[config.mk]
export PLATFORM = sky130hd
export DESIGN_NAME = fetch_control
export DESIGN_NICKNAME = d
export VERILOG_FILES = /design/src/rtl/fetch_control.sv
export SDC_FILE = /design/constraint.sdc
export NUM_CORES = 1
export LEC_CHECK = 0
export CAP_MARGIN = 0
export CORE_MARGIN = 2
export CORE_UTILIZATION = 46
export DETAILED_ROUTE_END_ITERATION = 10
export PLACE_DENSITY = 0.84
export SETUP_SLACK_MARGIN = 0.3
export SLEW_MARGIN = 20
export SYNTH_ARGS = -nofsm -noshare
export SYNTH_HDL_FRONTEND = slang
export SYNTH_SLANG_ARGS = --single-unit
[constraint.sdc]
create_clock -name clk -period 3.5 [get_ports clk]
set_input_delay 0.7 -clock clk [delete_from_list [all_inputs] [get_ports clk]]
set_output_delay 0.7 -clock clk [all_outputs]
set_load 0.02 [all_outputs]
[src/rtl/fetch_control.sv]
// IF-stage sequencer: run control (IDLE/RUN/STEP/DRAIN/HALTED), redirect arbitration,
// PC / IF-ID enables and an active-cycle counter that saturates.
module fetch_control #(
  parameter int unsigned     NB           = 32,
  parameter logic [NB-1:0]   HALT_WORD    = {NB{1'b1}},
  parameter int unsigned     DRAIN_CYCLES = 4,
  parameter int unsigned     CNT_W        = 32
) (
  input  logic             clk,
  input  logic             reset,
  input  logic             in_start,
  input  logic             in_step,
  input  logic             in_stall,
  input  logic             in_ctl_branch,
  input  logic             in_ctl_jump_reg,
  input  logic             in_ctl_jump,
  input  logic [NB-1:0]    in_instruction,
  output logic             out_pc_write,
  output logic [1:0]       out_pc_sel,
  output logic             out_if_id_write,
  output logic             out_if_id_flush,
  output logic             out_pipe_enable,
  output logic             out_halted,
  output logic [2:0]       out_state,
  output logic [CNT_W-1:0] out_cycle_count
);

  localparam int unsigned DW = (DRAIN_CYCLES > 1) ? $clog2(DRAIN_CYCLES) : 1;

  typedef enum logic [2:0] {
    IDLE   = 3'd0,
    RUN    = 3'd1,
    STEP   = 3'd2,
    DRAIN  = 3'd3,
    HALTED = 3'd4
  } state_t;

  state_t           state;
  logic [DW-1:0]    drain_cnt;
  logic [CNT_W-1:0] cycle_count;
  logic             redirect;
  logic             halt_fetch;

  assign redirect = in_ctl_branch | in_ctl_jump_reg | in_ctl_jump;

  always_comb begin
    out_pc_write    = 1'b0;
    out_pc_sel      = 2'b00;
    out_if_id_write = 1'b0;
    out_if_id_flush = 1'b0;
    out_pipe_enable = 1'b0;
    halt_fetch      = 1'b0;
    case (state)
      RUN, STEP: begin
        out_pipe_enable = 1'b1;
        // Redirect outranks HALT (wrong-path word) and stall.
        if (redirect) begin
          out_pc_write    = 1'b1;
          out_if_id_write = 1'b1;
          out_if_id_flush = 1'b1;
          if (in_ctl_branch)        out_pc_sel = 2'b01;
          else if (in_ctl_jump_reg) out_pc_sel = 2'b11;
          else                      out_pc_sel = 2'b10;
        end else if (in_instruction == HALT_WORD) begin
          out_if_id_write = 1'b1;
          out_if_id_flush = 1'b1;
          halt_fetch      = 1'b1;
        end else if (!in_stall) begin
          out_pc_write    = 1'b1;
          out_if_id_write = 1'b1;
        end
      end
      DRAIN: begin
        out_if_id_write = 1'b1;
        out_if_id_flush = 1'b1;
        out_pipe_enable = 1'b1;
      end
      default: ;
    endcase
  end

  always_ff @(posedge clk or negedge reset) begin
    if (!reset) begin
      state       <= IDLE;
      drain_cnt   <= '0;
      cycle_count <= '0;
    end else begin
      if (out_pipe_enable && (cycle_count != '1))
        cycle_count <= cycle_count + CNT_W'(1);
      case (state)
        IDLE: begin
          if (in_start)     state <= RUN;
          else if (in_step) state <= STEP;
        end
        RUN: begin
          if (halt_fetch) begin
            state     <= DRAIN;
            drain_cnt <= DW'(DRAIN_CYCLES - 1);
          end
        end
        STEP: begin
          if (halt_fetch) begin
            state     <= DRAIN;
            drain_cnt <= DW'(DRAIN_CYCLES - 1);
          end else begin
            state <= IDLE;
          end
        end
        DRAIN: begin
          if (drain_cnt == '0) state     <= HALTED;
          else                 drain_cnt <= drain_cnt - DW'(1);
        end
        HALTED: state <= HALTED;
        default: state <= IDLE;
      endcase
    end
  end

  assign out_halted      = (state == HALTED);
  assign out_state       = state;
  assign out_cycle_count = cycle_count;

endmodule

==> results of run 1 <==
==> critical path, cell delays in order <==
cell,delay (ns)
sky130_fd_sc_hd__clkdlybuf4s50_1,0.47
sky130_fd_sc_hd__nand4_1,0.14
sky130_fd_sc_hd__nor4_2,0.32
sky130_fd_sc_hd__buf_4,0.17
sky130_fd_sc_hd__nand2_1,0.07
sky130_fd_sc_hd__buf_4,0.16
sky130_fd_sc_hd__nand2b_1,0.07
sky130_fd_sc_hd__a21oi_1,0.07
sky130_fd_sc_hd__clkdlybuf4s15_1,0.31
==> area by class of cell <==
cell class | instances | area share, %
repair buffers | 86 | 28.5
well taps | 50 | 2.12
clock buffers | 7 | 2.92
multi-input cells | 158 | 34.2
flip-flops and latches | 37 | 31.3
inverters | 7 | 0.889
==> cell usage after synthesis, types with 2 or more instances <==
library cell,number,share of area [%]
sky130_fd_sc_hd__nand4_1,19,6.0
sky130_fd_sc_hd__inv_1,6,1.1
sky130_fd_sc_hd__nor4_1,8,2.5
sky130_fd_sc_hd__ha_1,2,1.3
sky130_fd_sc_hd__nand2_1,16,3.0
sky130_fd_sc_hd__nand2b_1,2,0.63
sky130_fd_sc_hd__xor2_1,18,8.0
sky130_fd_sc_hd__a21oi_1,6,1.5
sky130_fd_sc_hd__nor3_1,12,3.0
sky130_fd_sc_hd__a31oi_1,2,0.63
sky130_fd_sc_hd__and4_1,4,1.8
sky130_fd_sc_hd__nor2_1,23,4.4
sky130_fd_sc_hd__and3_1,5,1.6
sky130_fd_sc_hd__xnor2_1,13,5.8
sky130_fd_sc_hd__dfrtp_1,37,47
sky130_fd_sc_hd__nand3_1,9,2.3
sky130_fd_sc_hd__clkbuf_1,4,0.76
sky130_fd_sc_hd__a311oi_1,2,0.89
==> kinds of logic (layout without fill, tap and decap cells) <==
group                      after synthesis  in the layout  share of synthesized area [%]
and+or+nand+nor                        108            108                           29.2
xor gates and xnor gates                31             31                           13.8
DFF                                     37             37                           46.9
adders and majority gates                2              2                           1.27
AOI/OAI and AO/OA                       16             16                           5.64
buffers and inverters                   13            100                           2.60
muxes                                    1              1                          0.571
==> per-layer routing <==
| metal | vias to the layer above | GRT usage (%) | wire length (um) |
|---|---|---|---|
| li1 | 921 | - | - |
| met1 | 929 | 28.7 | 2240 |
| met2 | 52 | 37.4 | 2670 |
| met3 | 11 | 5.67 | 195 |
| met4 | 0 | 8.06 | 93 |
| met5 | - | 0 | 0 |
==> power breakdown <==
group | switching (mW) | total [mW] | internal, mW | leakage [nW]
Combinational | 0.263 | 0.510 | 0.247 | 0.749
Sequential | 0.0843 | 0.574 | 0.490 | 0.491
Clock | 0.137 | 0.293 | 0.156 | 0.0443
==> per-stage QoR <==
| step | utilization, % | setup WS [ns] | hold slack [ns] | instance area [um^2] | power [mW] |
|---|---|---|---|---|---|
| floorplan | - | 0.908 | 0.404 | 1970 | 0.840 |
| global placement | 70.5 | 0.0552 | 0.472 | 2860 | 1.07 |
| finish | 72.9 | 0.324 | 0.481 | 2960 | 1.38 |
| CTS | 72.6 | 0.304 | 0.486 | 2950 | 1.38 |
| detailed placement | 70.5 | 0.0354 | 0.473 | 2860 | 1.10 |
| global route | 72.9 | 0.231 | 0.517 | 2960 | 1.46 |
==> what timing repair did <==
item	4_1_cts	5_1_grt
resized for setup	4	6
pin swaps	0	1
endpoints found under the setup margin	4	3
==> path summary, 6_finish.rpt <==
path | cells past startpoint | to
worst max-delay path | 9 | out_pc_write
worst min-delay path | 1 | out_cycle_count[10]
worst max register to register | 6 | out_cycle_count[1]
worst min register to register | 1 | out_cycle_count[10]
max in group asynchronous | 2 | out_state[2]
min in group asynchronous | 2 | out_cycle_count[1]
==> flip-flops by register name (all words and copies together) (netlist names) <==
signal / flops
drain_cnt: 2
out_state: 3
out_cycle_count: 32
==> impl_metrics.env, run 1 <==
export IMPL_synthFlopType="sky130_fd_sc_hd__dfrtp_1"
export IMPL_die_width_um=69.5
export IMPL_dpl_cell_count=338
export IMPL_hp_class="reg2reg"
export IMPL_finalHoldViolCount=0
export IMPL_drt_pre_antenna_iters=4
export IMPL_design_die_area_um2=4830
export IMPL_multi_input_comb_area_um2=1010
export IMPL_syn_to_final_growth_pct=49.8
export IMPL_ctsHoldBuffers=0
export IMPL_vias_per_cell=5.54
export IMPL_ys_async_sr_fraction_pct=100
export IMPL_static_leak_nw=1.28
export IMPL_clock_tree_root_cell="sky130_fd_sc_hd__clkbuf_8"
export IMPL_yosys_register_bits=37
export IMPL_net_count_synth=250
export IMPL_post_synth_inst_count=208
export IMPL_rows=23
export IMPL_final_period_utilization_pct=90.7
export IMPL_r2r_setup_slack_ns=1.10
export IMPL_setup_viol=0
export IMPL_nFillCells=309
export IMPL_clk_insertion_delay_late_ns=0.28
export IMPL_crit_path_end_kind="primary output"
export IMPL_finalMaxSlewViolations=0
export IMPL_finalWeightedCongestion=0.781
export IMPL_unrepaired_setup_endpoints_after_global_routing="false"
export IMPL_crit_path_max_fanout=3
export IMPL_layout_cells_sized_above_1_pct=6.44
export IMPL_remaining_drc_errors=0
export IMPL_count_of_nets_left_with_antenna_violations_after_detail_routing=0
export IMPL_mostFrequentLayoutCells="78 x sky130_fd_sc_hd__clkdlybuf4s50_1, 37 x sky130_fd_sc_hd__dfrtp_1, 23 x sky130_fd_sc_hd__nor2_1"
export IMPL_first_pass_grt_wire_length_um=8830
export IMPL_routed_via_count=1913
export IMPL_worst_vdd_rail_ir_drop_v=0.000261
export IMPL_grt_use_total_pct=22.6
export IMPL_postSynthAreaPerCell_um2=9.49
export IMPL_yosys_cell_types_count=38
export IMPL_slew_headroom_pct=42.4
export IMPL_drt_total_wl_um=5190
export IMPL_grt_max_degree=38
export IMPL_mostFrequentLayoutCell="sky130_fd_sc_hd__clkdlybuf4s50_1"
export IMPL_maximum_root_to_sink_buffer_count=2
export IMPL_timing_critical_path_from="in_instruction[5]"
export IMPL_coreArea_um2=4060
export IMPL_power_per_cell_area_nw_per_um2=466
export IMPL_final_cells=345
export IMPL_seq_area_um2=926
export IMPL_r2r_start="out_cycle_count[0]"
export IMPL_critical_path_arrival_ns=2.48
export IMPL_critPathLaunchType="input port"
export IMPL_grt_pass1_vias=1936
export IMPL_portBuffers=81
export IMPL_cts_htree_levels=2
export IMPL_yosysWarningCount=0
export IMPL_cts_buffers_inserted=5
export IMPL_grt_overflow_total=0
export IMPL_setup_tns_ns=0
export IMPL_synth_edff_count=0
export IMPL_critical_path_required_ns=2.80
export IMPL_timing_hold_worst_start="out_cycle_count[10]"
export IMPL_drt_wirelength_per_cell_um=15.0
export IMPL_die_y_um=69.5
export IMPL_finClkSkew_ns=0.00830
export IMPL_antenna_cells=0
export IMPL_num_nets_final=337
export IMPL_clock_tree_from_tritoncts="done"
export IMPL_criticalPathCategory="in2out"
export IMPL_effective_utilization_at_floorplan_pct=48.6
export IMPL_grt_antenna_before_repair=0
export IMPL_worstMarginPinSlew_ns=0.861
export IMPL_final_min_clock_period_ns=3.18
export IMPL_detail_route_iter0_violations=104
export IMPL_synth_yosys_seq_area_share_pct=46.9
export IMPL_io_pins=82
export IMPL_status="complete, no violations"
export IMPL_cts_sinks=37
export IMPL_timing_fmax_ghz=0.315
export IMPL_post_cts_setup_buffers=0
export IMPL_syn_cell_area_um2=1970
export IMPL_clock_transition_at_path_regs_ns=0.07
export IMPL_maxCapViolations=0
export IMPL_place_hpwl_um=3910
Power figures use the tool's default switching activity.
==> inputs of run 2 (changes only) <==
--- a/config.mk
+++ b/config.mk
@@ -9,6 +9,7 @@
 export CORE_MARGIN = 2
 export CORE_UTILIZATION = 46
 export DETAILED_ROUTE_END_ITERATION = 10
+export HOLD_SLACK_MARGIN = 0.08
 export PLACE_DENSITY = 0.84
 export SETUP_SLACK_MARGIN = 0.3
 export SLEW_MARGIN = 20
==> results of run 2 <==
No change in the layout: final DEF, timing and power equal those of run 1.
==> inputs of run 3 (changes only) <==
--- a/config.mk
+++ b/config.mk
@@ -5,7 +5,6 @@
 export SDC_FILE = /design/constraint.sdc
 export NUM_CORES = 1
 export LEC_CHECK = 0
-export CAP_MARGIN = 0
 export CORE_MARGIN = 2
 export CORE_UTILIZATION = 46
 export DETAILED_ROUTE_END_ITERATION = 10
==> results of run 3 <==
No change in the layout: final DEF, timing and power equal those of run 1.
